## config.mk

```make
export PLATFORM = sky130hd
export DESIGN_NAME = cfg_chain_loader
export DESIGN_NICKNAME = d
export VERILOG_FILES = /design/src/rtl/cfg_ctrl_pkg.sv /design/src/rtl/cfg_shift_counter.sv /design/src/rtl/cfg_chain_loader.sv
export SDC_FILE = /design/constraint.sdc
export NUM_CORES = 1
export LEC_CHECK = 0
export ABC_AREA = 0
export ABC_CLOCK_PERIOD_IN_PS = 4900
export CAP_MARGIN = 20
export CELL_PAD_IN_SITES_DETAIL_PLACEMENT = 1
export CELL_PAD_IN_SITES_GLOBAL_PLACEMENT = 2
export CORE_MARGIN = 1
export CORE_UTILIZATION = 34
export CTS_CLUSTER_DIAMETER = 60
export DETAILED_ROUTE_END_ITERATION = 7
export PLACE_DENSITY_LB_ADDON = 0.12
export SLEW_MARGIN = 20
export SYNTH_ARGS = -nofsm -noshare
export SYNTH_HDL_FRONTEND = slang
export SYNTH_SLANG_ARGS = --single-unit
```

## constraint.sdc

```tcl
create_clock -name clk -period 4.9 [get_ports clk]
set_input_delay 0.98 -clock clk [delete_from_list [all_inputs] [get_ports clk]]
set_output_delay 0.98 -clock clk [all_outputs]
set_load 0.01 [all_outputs]
```

## src/rtl/cfg_ctrl_pkg.sv

```systemverilog
// cfg_ctrl_pkg
// Shared definitions for the configuration chain loader.
//   cfg_state_t : loader FSM states (IDLE, SHIFT, VERIFY, DONE)
//   STATE_W     : width of the state encoding
//   cnt_width() : shift counter width able to hold the value chain_len
package cfg_ctrl_pkg;

    localparam int STATE_W = 2;

    typedef enum logic [STATE_W-1:0] {
        IDLE   = 2'd0,
        SHIFT  = 2'd1,
        VERIFY = 2'd2,
        DONE   = 2'd3
    } cfg_state_t;

    // The counter is loaded with the chain length itself, so it needs
    // room for chain_len rather than chain_len-1.
    function automatic int cnt_width(input int chain_len);
        return $clog2(chain_len + 1);
    endfunction

endpackage

```

## src/rtl/cfg_shift_counter.sv

```systemverilog
// cfg_shift_counter
// Down-counter that tracks the remaining shift (or verify) cycles of a load.
// Ports:
//   clk        in   clock, all state on posedge
//   reset      in   asynchronous active-high reset, clears count
//   load       in   load load_value (has priority over decrement)
//   load_value in   W-bit value to load
//   dec_en     in   decrement by one when count is non-zero
//   terminal   out  high while count == 1, i.e. the coming edge is the last one
module cfg_shift_counter
    import cfg_ctrl_pkg::*;
#(
    parameter int W = 4
) (
    input  logic         clk,
    input  logic         reset,
    input  logic         load,
    input  logic [W-1:0] load_value,
    input  logic         dec_en,
    output logic         terminal
);

    logic [W-1:0] count;

    always_ff @(posedge clk or posedge reset) begin
        if (reset) begin
            count <= '0;
        end else if (load) begin
            count <= load_value;
        end else if (dec_en && (count != '0)) begin
            count <= count - W'(1);
        end
    end

    assign terminal = (count == W'(1));

endmodule

```

## src/rtl/cfg_chain_loader.sv

```systemverilog
// cfg_chain_loader
// Serial loader for the PIRDSP configuration chain. Takes one parallel config
// word per valid/ready handshake and shifts it MSB-first into the chain,
// holding the DSP datapath frozen while the chain is in a transient state.
// Optional feature macro: CFG_READBACK_EN -- adds a VERIFY pass that
// recirculates the chain once and compares the tail against the loaded word.
// Ports:
//   clk                   in   clock, all state on posedge
//   reset                 in   asynchronous active-high reset
//   cfg_valid             in   config word offered
//   cfg_ready             out  loader idle; word accepted on valid & ready
//   cfg_data              in   CHAIN_LEN-bit word, bit CHAIN_LEN-1 is tail-most
//   cfg_done              out  one-cycle completion pulse
//   cfg_err               out  readback mismatch, valid with cfg_done
//   busy                  out  high from accept through the cfg_done cycle
//   dsp_hold              out  datapath freeze, identical to busy
//   configuration_input   out  serial bit into chain head
//   configuration_enable  out  chain shift enable
//   configuration_output  in   serial bit from chain tail
module cfg_chain_loader
    import cfg_ctrl_pkg::*;
#(
    parameter int CHAIN_LEN = 8
) (
    input  logic                 clk,
    input  logic                 reset,
    input  logic                 cfg_valid,
    output logic                 cfg_ready,
    input  logic [CHAIN_LEN-1:0] cfg_data,
    output logic                 cfg_done,
    output logic                 cfg_err,
    output logic                 busy,
    output logic                 dsp_hold,
    output logic                 configuration_input,
    output logic                 configuration_enable,
    input  logic                 configuration_output
);

    localparam int              CNT_W      = cnt_width(CHAIN_LEN);
    localparam logic [CNT_W-1:0] LOAD_COUNT = CNT_W'(CHAIN_LEN);

    cfg_state_t           state;
    logic [CHAIN_LEN-1:0] shift_reg;
    logic                 input_q;
    logic                 accept;
    logic                 cnt_load;
    logic                 cnt_dec;
    logic                 cnt_last;

    assign accept = cfg_valid && cfg_ready;

`ifdef CFG_READBACK_EN
    // The counter is reused for the verify pass, so reload it on the last shift edge.
    assign cnt_load = accept || ((state == SHIFT) && cnt_last);
`else
    assign cnt_load = accept;
`endif
    assign cnt_dec = (state == SHIFT) || (state == VERIFY);

    cfg_shift_counter #(
        .W (CNT_W)
    ) u_counter (
        .clk        (clk),
        .reset      (reset),
        .load       (cnt_load),
        .load_value (LOAD_COUNT),
        .dec_en     (cnt_dec),
        .terminal   (cnt_last)
    );

    // The MSB goes out on the accept edge itself, so the shift register keeps
    // only the bits still to be sent; the chain captures one bit per edge with
    // no bubbles.
    always_ff @(posedge clk or posedge reset) begin
        if (reset) begin
            state                <= IDLE;
            cfg_ready            <= 1'b1;
            cfg_done             <= 1'b0;
            busy                 <= 1'b0;
            configuration_enable <= 1'b0;
            input_q              <= 1'b0;
            shift_reg            <= '0;
        end else begin
            case (state)
                IDLE: begin
                    if (accept) begin
                        shift_reg            <= cfg_data << 1;
                        input_q              <= cfg_data[CHAIN_LEN-1];
                        configuration_enable <= 1'b1;
                        cfg_ready            <= 1'b0;
                        busy                 <= 1'b1;
                        state                <= SHIFT;
                    end
                end
                SHIFT: begin
                    input_q   <= shift_reg[CHAIN_LEN-1];
                    shift_reg <= shift_reg << 1;
                    if (cnt_last) begin
`ifdef CFG_READBACK_EN
                        state                <= VERIFY;
`else
                        configuration_enable <= 1'b0;
                        cfg_done             <= 1'b1;
                        state                <= DONE;
`endif
                    end
                end
`ifdef CFG_READBACK_EN
                VERIFY: begin
                    if (cnt_last) begin
                        configuration_enable <= 1'b0;
                        cfg_done             <= 1'b1;
                        state                <= DONE;
                    end
                end
`endif
                DONE: begin
                    cfg_done  <= 1'b0;
                    busy      <= 1'b0;
                    cfg_ready <= 1'b1;
                    input_q   <= 1'b0;
                    state     <= IDLE;
                end
                default: begin
                    state <= IDLE;
                end
            endcase
        end
    end

    assign dsp_hold = busy;

`ifdef CFG_READBACK_EN
    logic [CHAIN_LEN-1:0] expect_reg;
    logic                 err_q;

    // Every verify edge rotates the chain by one, so the tail walks through
    // the loaded word MSB-first; any differing bit latches the error until
    // the next accepted word.
    always_ff @(posedge clk or posedge reset) begin
        if (reset) begin
            expect_reg <= '0;
            err_q      <= 1'b0;
        end else if (accept) begin
            expect_reg <= cfg_data;
            err_q      <= 1'b0;
        end else if (state == VERIFY) begin
            if (configuration_output != expect_reg[CHAIN_LEN-1]) begin
                err_q <= 1'b1;
            end
            expect_reg <= expect_reg << 1;
        end
    end

    assign cfg_err = err_q;
    // Recirculation must be same-cycle: a registered copy of the tail would
    // lag by one edge and the chain would not come back to its loaded value.
    assign configuration_input = (state == VERIFY) ? configuration_output : input_q;
`else
    logic unused_tail;

    assign unused_tail         = configuration_output;
    assign cfg_err             = 1'b0;
    assign configuration_input = input_q;
`endif

endmodule

```

=== Word level (Yosys, flattened, before mapping) ===
Index checks and enable logic that the tools add are counted.

* $add $sub $neg: 1
* Equal/unequal tests: 6
* Mux-type cells: 17
* Reduce and logical (&&, ||, !) cells: 16

{| class="wikitable"
|+ Operators with widths
! operator !! count
|-
| $pmux W8 S2 || 1
|-
| $reduce_and A2 Y1 || 5
|-
| $mux W4 || 2
|-
| $mux W8 || 1
|-
| $pmux W1 S2 || 4
|-
| $reduce_bool A2 Y1 || 4
|-
| $mux W1 || 5
|-
| $eq A2 B2 Y1 const B || 2
|-
| $eq A4 B1 Y1 const B || 1
|-
| $mux W2 || 2
|-
| $ne A2 B2 Y1 const B || 2
|-
| $pmux W2 S2 || 1
|-
| $reduce_bool A4 Y1 || 1
|-
| $sub A4 B1 Y4 const B || 1
|-
| $pmux W1 S3 || 1
|-
| $reduce_and A3 Y1 || 1
|-
| $reduce_bool A3 Y1 || 1
|-
| $eq A2 B1 Y1 const B || 1
|-
| $logic_and A1 B1 Y1 || 2
|-
| $logic_not A2 Y1 || 1
|-
| $logic_or A1 B1 Y1 || 1
|}

* Input port bits: 12
* Flip-flop bits (word level): 19
* Word-level logic and storage cells: 48
* Output and inout bits: 7

=== Longest topological paths before layout ===
Gate-level depths: netlist of the first run.

* Depth in word-level cells: 5
* Mapped depth: 7
* Mapped depth without buffers: 5

=== Hierarchy ===
A second synthesis of the first run with hierarchy kept.

* Cells, all modules: 101
* Area total of the unflattened synthesis: 1,106.1 µm²

{| class="wikitable"
|+ Modules (own cells, without submodules)
! module !! sequential area each (µm²) !! area each (µm²) !! instances !! cells an instance
|-
| cfg_chain_loader || 351.6 || 819.5 || 1 || 71
|-
| cfg_shift_counter || 100.1 || 286.5 || 1 || 30
|}

=== Worst setup path after synthesis of the first run ===
OpenSTA, ideal clock, no wires.

* Path kind: input port to flip-flop
* Start point: in cfg_valid
* End point: reg shift_reg[1]
* Slack: 2.930 ns
* Required time: 4.775 ns
* Path buffers: 1
* Arrival time: 1.846 ns
* Stages on the path: 4
* Setup time: 0.125 ns
* Cell sequence: and2_1 -> buf_2 -> mux2i_4 -> mux2_2

* Word-level cells in the longest chain between the ends: 3

{| class="wikitable"
|+ RTL lines
! item !! line !! source
|-
| start: declaration || cfg_chain_loader.sv:27 || <nowiki>input logic cfg_valid,</nowiki>
|-
| $logic_and A1 B1 Y1 || cfg_chain_loader.sv:50 || <nowiki>assign accept = cfg_valid && cfg_ready;</nowiki>
|-
| $ne A2 B2 Y1 (no source line) || -- ||
|-
| $reduce_and A2 Y1 (no source line) || -- ||
|-
| end signal: assignment || cfg_chain_loader.sv:87 || <nowiki>shift_reg <= cfg_data << 1;</nowiki>
|-
| end signal: assignment || cfg_chain_loader.sv:97 || <nowiki>shift_reg <= shift_reg << 1;</nowiki>
|-
| end: declaration || cfg_chain_loader.sv:43 || <nowiki>logic [CHAIN_LEN-1:0] shift_reg;</nowiki>
|}

No other way between the ends.
A chain may end at the register's enable or synchronous reset.

=== Worst setup path after layout of the first run ===
* Start point: reg cfg_ready
* End point: out cfg_ready

{| class="wikitable"
|+ RTL lines
! item !! line !! source
|-
| start: declaration || cfg_chain_loader.sv:28 || <nowiki>output logic cfg_ready,</nowiki>
|-
| start signal: assignment || cfg_chain_loader.sv:77 || <nowiki>cfg_ready <= 1'b1;</nowiki>
|-
| start signal: assignment || cfg_chain_loader.sv:90 || <nowiki>cfg_ready <= 1'b0;</nowiki>
|-
| start signal: assignment || cfg_chain_loader.sv:120 || <nowiki>cfg_ready <= 1'b1;</nowiki>
|}

No word-level cell between the ends.

==> results.toml, run 1 <==
[logic_synthesis]
count_of_warnings_emitted_by_yosys = 0
syn_avg_cell_area_sq_um = 10.80
synth_area_sq_um = 993.5
synth.ff_latch_count = 18
number_of_enable_type_register_cells_in_the_synthesized_netlist = 0
synth.lib_cells_used.distinct = 29
ys_dominant_reg_cell = "dfrtp_1"
gate_count_after_technology_mapping = 92
async_reset_ff_share_pct = 100.0
synth.net_count = 110
ys_seq_area_share_pct = 45.47

[global_routing]
grt_max_degree = 19
grtUsageMet3_pct = 3.953
grtUsageTotal_pct = 14.54
grt.busiest_layer = "met2"
wire_length_of_the_first_global_routing_pass_microns = 3484
number_of_antenna_violations_at_the_first_check_in_global_routing = 0
grt_use_met2_pct = 23.30
globalRouteMet1Util_pct = 18.62
grt-ovfl-total = 0
first_global_vias = 758

[placed_design]
numPlacedInstances = 133
gp_congestion = 0.7096
detailed_place_hpwl_microns = 1426
portBuffers = 16
postPlaceCellArea_sq_mm = 0.001157

[setup_path]
critPathSlowestCell = "dfstp_2"
worst_ep_arrival_time_ps = 1410
critical_path_buf_inv_count = 1
critical_path.top_delay_family = "flip-flops"
timing.critical_path.to_type = "output port"
highest_cell_delay_on_the_worst_timing_path_ps = 580
crit_path_max_fanout = 5
timing.rr.end = "shift_reg[6]"
cp_data_required_time_ps = 3920
reg2reg_slack_ps = 3000
r2r_cells = 4
cell_by_cell_listing_of_the_critical_path = "clkdlybuf4s50_1"
worst-setup-path-type = "flip-flop to output port"
startpoint_type = "flip-flop"
rr_startpoint = "state[1]"

[clock_network]
cts-resized-gates = 0
h-tree-depth = 1
clock_insertion_delay_at_the_later_pin_of_the_skew_report_ps = 300
cts_tree = "built"
cts-hold-fix-buffers = 0
cts-buffers-inserted = 3
ctsRootBufferMaster = "clkbuf_4"
clock_sinks = 18
number_of_buffers_inserted_by_post_cts_setup_repair = 0
cts.reportedPaths.clkPinSlew_ps = 100
cts_buffer_depth = 2

[final_layout]
drive_above_1_share_pct = 18.87
max_ffs_per_register = 7
post_layout_nonfiller_instances = 137
antenna-diode-count = 0
finalInstanceArea_sq_mm = 0.001194
area_growth_syn_to_fin_pct = 20.15
nNetsFinal = 125
most-common-layout-cells = "dfrtp_1 (17), clkdlybuf4s50_1 (16), mux2_2 (13), inv_1 (9), nand2_1 (7)"
final_common_cell = "dfrtp_1"

[timing]
maxSlewViolCount = 0
timing_worst_slew_pin_value_ps = 715.5
timing.final.crit_share_pct = 48.76
final.min_clock_period_ps = 2389
setup_repair_after_global_routing_missed_its_margin = "false"
rel_slew_slack_pct = 52.25
clock_skew_after_layout_ps = 5.410
hold_violations = 0
clock.fmax_mhz = 418.5
hold_ws_ps = 512.0
fin_tns_setup_ps = 0
timing.final.setup_violations = 0

[worst_hold_path]
min_delay_worst_endpoint = "shift_reg[5]"
worst_hold_path.num_cells = 1
holdCritStartpoint = "shift_reg[5]"
worstHoldPathType = "flip-flop to flip-flop"

[power_and_ir_drop]
total_power_mw = 0.8012
p_leak_nw = 0.5245
power.density_mw_per_mm2 = 671.2
ir_worst_vdd_mv = 0.2687

[floorplan]
floorplan.die.height_microns = 56.06
start_util_pct = 36.03
top_level_ports = 19
die_width_microns = 56.06
std_cell_rows = 19
design.die.area_sq_mm = 0.003142
core_sq_mm = 0.002758

[routing]
first_pass_iteration_count_of_the_detailed_router = 2
drc_errors = 0
routed_wl_microns = 1978
routed_len_inst_microns = 14.44
drtIter0Drc = 17
via_count = 724
drt.antenna.violating_nets = 0
post_drt_via_cell_ratio = 5.285

[run_status]
run_status = "complete, no violations"

[flow_run]
maxCapViolations = 0
logic make-up after synthesis:
logic type | share of synthesized area, %
compound gates | 13.60
flops | 45.47
simple gates | 9.070
buf+inv | 6.926
mux | 17.00
fa+ha+maj | 7.556
other cells | 0.3775
report_power, final:
group	total (mW)	internal [mW]	switching [mW]
clock network	0.0933	0.0453	0.0480
logic	0.437	0.226	0.211
registers	0.271	0.225	0.0457
total	0.801	0.497	0.305
metrics by stage:
stage               setup WS [ps]  util, %
floorplan                    2930        -
finish                       2511    43.28
CTS                          2498    43.28
global placement             2335    41.97
detailed placement           2296    41.97
global route                 2459    43.28
synth_stat cells (2+ instances only):
cell type | number | area, sq um
a21oi_1 | 6 | 30.03
a211o_1 | 2 | 17.52
inv_1 | 9 | 33.78
o22a_1 | 2 | 17.52
buf_2 | 4 | 20.02
nor2_1 | 2 | 7.510
o31ai_1 | 2 | 15.01
mux2_2 | 13 | 146.4
nand2_1 | 7 | 26.28
ha_1 | 6 | 75.07
dfrtp_1 | 17 | 425.4
o21ai_0 | 4 | 20.02
buf_4 | 2 | 15.01
worst max path at each step:
stage,slack [ps],cells after the start,end,from
after CTS,2500,1,cfg_ready,cfg_ready
after detailed placement,2300,4,shift_reg[6],cfg_valid
after floorplan,2930,4,shift_reg[1],cfg_valid
after global placement,2340,4,shift_reg[1],cfg_valid
final,2510,1,cfg_ready,cfg_ready
after global routing,2460,1,cfg_ready,cfg_ready
metal layers:
| layer | up-vias | part of all wire, % |
|---|---|---|
| met5 | - | 0 |
| met2 | 18 | 49 |
| met1 | 355 | 45 |
| li1 | 346 | - |
| met3 | 5 | 4.0 |
| met4 | 0 | 1.5 |
area by class of cell:
class | count | area [sq um]
well taps | 31 | 38.79
repair buffers | 16 | 160.2
clock buffers | 4 | 36.28
fillers | 309 | 1564
inverters | 9 | 33.78
multi-input cells | 59 | 473.0
flip-flops and latches | 18 | 451.7
No activity file was read; power rests on OpenSTA's default activity.
==> inputs of run 2 (changes only) <==
--- a/config.mk
+++ b/config.mk
@@ -6,12 +6,12 @@
 export NUM_CORES = 1
 export LEC_CHECK = 0
 export ABC_AREA = 0
-export ABC_CLOCK_PERIOD_IN_PS = 4900
+export ABC_CLOCK_PERIOD_IN_PS = 1930
 export CAP_MARGIN = 20
 export CELL_PAD_IN_SITES_DETAIL_PLACEMENT = 1
 export CELL_PAD_IN_SITES_GLOBAL_PLACEMENT = 2
 export CORE_MARGIN = 1
-export CORE_UTILIZATION = 34
+export CORE_UTILIZATION = 29
 export CTS_CLUSTER_DIAMETER = 60
 export DETAILED_ROUTE_END_ITERATION = 7
 export PLACE_DENSITY_LB_ADDON = 0.12
==> constraint.sdc (replaced) <==
create_clock -name clk -period 1.93 [get_ports clk]
set_input_delay 0.386 -clock clk [delete_from_list [all_inputs] [get_ports clk]]
set_output_delay 0.386 -clock clk [all_outputs]
set_load 0.01 [all_outputs]
==> run 2 against run 1 <==
Against the previous run: clock power increased to 2.5 times the previous value; worst hold slack worse by 120 ps; critical endpoint unchanged; power increased to 2.6 times the previous value; wire length decreased by 2.7%; cell area rose by 3.9%.
==> results.toml, run 2 (synthesis results as in run 1) <==
[run_status]
run_status = "complete, no violations"

[clock_network]
h-tree-depth = 1
clock_sinks = 18
cts_buffer_depth = 2
number_of_buffers_inserted_by_post_cts_setup_repair = 0
cts-hold-fix-buffers = 0
cts.reportedPaths.clkPinSlew_ps = 110
ctsRootBufferMaster = "clkbuf_4"
clock_insertion_delay_at_the_later_pin_of_the_skew_report_ps = 300
cts-resized-gates = 0
cts_tree = "built"
cts-buffers-inserted = 3

[setup_path]
critical_path_buf_inv_count = 1
critical_path_depth = 1
r2r_cells = 4
worst-setup-path-type = "flip-flop to output port"
cp_data_required_time_ps = 1540
timing.rr.end = "shift_reg[2]"
cp-startpoint = "cfg_ready"
critPathSlowestCell = "dfstp_2"
startpoint_type = "flip-flop"
cell_by_cell_listing_of_the_critical_path = "clkdlybuf4s50_1"
crit_path_max_fanout = 5
crit_path_end = "cfg_ready"
reg2reg_slack_ps = 150
rr_startpoint = "state[0]"
timing.critical_path.to_type = "output port"
worst_ep_arrival_time_ps = 1420
highest_cell_delay_on_the_worst_timing_path_ps = 580
critical_path.top_delay_family = "flip-flops"

[worst_hold_path]
worstHoldPathType = "primary input to async pin"

[routing]
drc_errors = 0
drtIter0Drc = 17
first_pass_iteration_count_of_the_detailed_router = 4
drt.antenna.violating_nets = 0
routed_wl_microns = 1924
via_count = 715
routed_len_inst_microns = 12.49
post_drt_via_cell_ratio = 4.643

[timing]
clock_skew_after_layout_ps = 8.446
timing.final.ws_setup_ps = 125.4
maxSlewViolCount = 0
setup_repair_after_global_routing_missed_its_margin = "false"
fin_tns_setup_ps = 0
final.min_clock_period_ps = 1805
timing.final.crit_share_pct = 93.50
hold_violations = 0
timing.final.setup_violations = 0
clock.fmax_mhz = 554.1

[global_routing]
grtUsageTotal_pct = 12.82
grt-ovfl-total = 0
wire_length_of_the_first_global_routing_pass_microns = 3477
grt_max_degree = 19
first_global_vias = 779
number_of_antenna_violations_at_the_first_check_in_global_routing = 0

[final_layout]
post_layout_nonfiller_instances = 154
final_common_cell = "dfrtp_1"
layout.area.seq_sq_um = 451.7
fill_cells = 374
antenna-diode-count = 0
most-common-layout-cells = "dfrtp_1 (17), clkdlybuf4s50_1 (16), mux2_2 (13), inv_1 (9), nand2_1 (7)"
area_growth_syn_to_fin_pct = 24.81
multi_input_comb_area_sq_um = 473.0
drive_above_1_share_pct = 21.82
max_ffs_per_register = 7
finalInstanceArea_sq_mm = 0.001240
final_core_utilization_pct = 39.33
nNetsFinal = 129

[floorplan]
top_level_ports = 19
start_util_pct = 31.51
std_cell_rows = 20
die_width_microns = 60.53
floorplan.die.height_microns = 60.53
design.die.area_sq_mm = 0.003664
core_sq_mm = 0.003153

[placed_design]
detailed_place_hpwl_microns = 1474
postPlaceCellArea_sq_mm = 0.001204
numPlacedInstances = 150
portBuffers = 16
post-place-ws_ps = 45.70
gp_congestion = 0.7351

[power_and_ir_drop]
p_leak_nw = 0.5445
power.density_mw_per_mm2 = 1671
ir_worst_vdd_mv = 0.4857

[flow_run]
maxCapViolations = 0
-- run 2: cell types whose count changed in the layout (fill, tap and decap cells not counted) --
cell and change:
buf_4 +4
-- run 2: area by class of cell --
class                      instances  share of cell area (%)
timing repair buffer              20                   15.34
multi-input combinational         59                   38.14
tap                               44                   4.440
clock buffer                       4                   2.926
sequential                        18                   36.43
inverter                           9                   2.725
-- run 2: power by group --
part	internal (mW)	switching [mW]
combinational	0.614	0.530
sequential	0.573	0.118
clock	0.115	0.123
-- run 2: how the worst min path moves through the flow --
| stage | endpoint | cells after the start | from |
|---|---|---|---|
| 6_report | u_counter.count[3] | 3 | reset |
| 3_3_place_gp | shift_reg[6] | 1 | shift_reg[6] |
| 3_5_place_dp | shift_reg[1] | 1 | shift_reg[1] |
| 2_1_floorplan | busy | 1 | reset |
| 4_1_cts | u_counter.count[3] | 3 | reset |
| 5_1_grt | u_counter.count[1] | 3 | reset |
-- run 2: layer usage --
layer	vias to the layer above	global-route usage, %	wire (microns)
met5	-	0	0
met1	343	16.69	946
li1	355	-	-
met4	0	2.922	12
met3	2	3.838	80
met2	15	21.04	885
-- run 2: worst min-delay path, cell delays in order --
cell and delay (ps):
clkdlybuf4s50_1 390, inv_1 50, buf_4 250
-- run 2: through the flow --
step	hold slack [ps]	total power, mW
global placement	485.7	1.827
finish	391.7	2.072
global route	423.0	2.281
CTS	392.8	2.116
floorplan	323.8	1.527
detailed placement	492.9	1.869
==> inputs of run 3 (changes only) <==
--- a/config.mk
+++ b/config.mk
@@ -10,11 +10,14 @@
 export CAP_MARGIN = 20
 export CELL_PAD_IN_SITES_DETAIL_PLACEMENT = 1
 export CELL_PAD_IN_SITES_GLOBAL_PLACEMENT = 2
+export CORE_ASPECT_RATIO = 0.75
 export CORE_MARGIN = 1
 export CORE_UTILIZATION = 29
 export CTS_CLUSTER_DIAMETER = 60
 export DETAILED_ROUTE_END_ITERATION = 7
+export GPL_TIMING_DRIVEN = 0
 export PLACE_DENSITY_LB_ADDON = 0.12
+export REMOVE_ABC_BUFFERS = 1
 export SLEW_MARGIN = 20
 export SYNTH_ARGS = -nofsm -noshare
 export SYNTH_HDL_FRONTEND = slang
==> run 3 against run 2 <==
Against the previous run: utilization fell by 1.9 points; wire length rose by 4.4%; combinational power barely moved; via count fell by 1.3%; critical endpoint is now shift_reg[3].
==> results.toml, run 3 (synthesis results as in run 1) <==
[routing]
first_pass_iteration_count_of_the_detailed_router = 2
post_drt_via_cell_ratio = 4.836
drtIter0Drc = 17
routed_wl_microns = 2008
routed_len_inst_microns = 13.75
via_count = 706
drt.antenna.violating_nets = 0
drc_errors = 0

[power_and_ir_drop]
p_leak_nw = 0.5317
swShare_pct = 36.72
power.density_mw_per_mm2 = 1720
comb_power_share_pct = 52.8
total_power_mw = 2.115
power_report.internal_total_mw = 1.338
switchingPower_mw = 0.7767
ir_worst_vdd_mv = 0.4964
relative_contribution_of_the_clock_network_to_total_power_pct = 14.4
pwr-share-seq_pct = 32.8

[setup_path]
crit_path_max_fanout = 7
cell_by_cell_listing_of_the_critical_path = "inv_1 > ha_1 > mux2i_4 > mux2_2"
worst-setup-path-type = "flip-flop to flip-flop"
critical_path_buf_inv_count = 1
reg2reg_slack_ps = 140
rr_startpoint = "state[1]"
timing.critical_path.to_type = "flip-flop"
worst_ep_arrival_time_ps = 1920
cp_data_required_time_ps = 2070
startpoint_type = "flip-flop"
cp-startpoint = "state[1]"
critical_path.top_delay_family = "multiplexers"
critPathSlowestCell = "mux2i_4"
highest_cell_delay_on_the_worst_timing_path_ps = 430

[global_routing]
first_global_vias = 705
wire_length_of_the_first_global_routing_pass_microns = 3443
number_of_antenna_violations_at_the_first_check_in_global_routing = 0
grt_max_degree = 19
grt-ovfl-total = 0
grtUsageTotal_pct = 12.56

[final_layout]
multi_input_comb_area_sq_um = 479.2
final_common_cell = "dfrtp_1"
most-common-layout-cells = "dfrtp_1 (17), clkdlybuf4s50_1 (16), mux2_2 (13), inv_1 (9), nand2_1 (7)"
nNetsFinal = 125
fill_cells = 372
max_ffs_per_register = 7
antenna-diode-count = 0
area_growth_syn_to_fin_pct = 23.80
final_core_utilization_pct = 37.40
layout.area.seq_sq_um = 451.7
drive_above_1_share_pct = 20.75

[floorplan]
design.die.area_sq_mm = 0.003666
top_level_ports = 19
start_util_pct = 30.21
die_width_microns = 69.59
std_cell_rows = 18
core_sq_mm = 0.003288
floorplan.die.height_microns = 52.69

[timing]
timing_worst_slew_pin_value_ps = 726.7
rel_slew_slack_pct = 51.50
hold_violations = 0
maxSlewViolCount = 0
clock_skew_after_layout_ps = 1.603
timing.final.crit_share_pct = 92.66
final.min_clock_period_ps = 1788
hold_ws_ps = 504.5
timing.final.ws_setup_ps = 141.7
clock.fmax_mhz = 559.2
setup_repair_after_global_routing_missed_its_margin = "false"
timing.final.setup_violations = 0

[clock_network]
clock_sinks = 18
cts.reportedPaths.clkPinSlew_ps = 70
cts_buffer_depth = 2
cts-buffers-inserted = 3
cts-hold-fix-buffers = 0
ctsRootBufferMaster = "clkbuf_8"
clock_insertion_delay_at_the_later_pin_of_the_skew_report_ps = 250
number_of_buffers_inserted_by_post_cts_setup_repair = 0
h-tree-depth = 1
cts_tree = "built"

[placed_design]
post-place-ws_ps = -73.02
detailed_place_hpwl_microns = 1512
portBuffers = 16
gp_congestion = 0.6756

[worst_hold_path]
worstHoldPathType = "flip-flop to flip-flop"
holdCritStartpoint = "shift_reg[2]"

[run_status]
run_status = "complete, no violations"

[flow_run]
maxCapViolations = 0
[run 3: power groups by stage]
stage	registers (mW)	logic, mW	clock network, mW
2_1_floorplan	0.695	0.800	0
3_3_place_gp	0.695	1.09	0
3_5_place_dp	0.703	1.14	0
4_1_cts	0.698	1.14	0.322
5_1_grt	0.724	1.26	0.340
6_report	0.694	1.12	0.305
[run 3: per-stage QoR]
stage,std cells,cell area [sq um],TNS [ps]
5_1_grt,146,1230,0
6_report,146,1230,0
3_3_place_gp,142,1169,-433.5
2_1_floorplan,86,958.4,0
3_5_place_dp,142,1169,-428.1
4_1_cts,146,1226,0
[run 3: path summary, 6_finish.rpt]
kind / endpoint / depth (start not counted)
worst max register to register: shift_reg[3] / 4
worst min-delay path: shift_reg[2] / 1
min in group asynchronous: shift_reg[7] / 2
max in group asynchronous: shift_reg[6] / 2
worst max-delay path: shift_reg[3] / 4
worst min register to register: shift_reg[2] / 1
[run 3: layout make-up]
type	count	area share, %
Tap cell	40	4.069
Timing Repair Buffer	16	13.02
Inverter	9	2.747
Multi-Input combinational cell	59	38.96
Sequential cell	18	36.72
Clock buffer	4	4.476
[run 3: timing repair]
item | 4_1_cts | 5_1_grt
pin swaps | 0 | 0
endpoints found under the setup margin | 1 | 2
gates resized for setup | 1 | 1
endpoints found under the hold margin | 0 | 0
[run 3: layer usage]
layer	vias up	track usage, %	part of all wire (%)	wire, microns
li1	343	-	-	-
met1	346	15.12	48	962
met2	15	21.52	47	950
met3	2	4.615	4.3	87
met4	0	3.061	0.35	7
met5	-	0	0	0
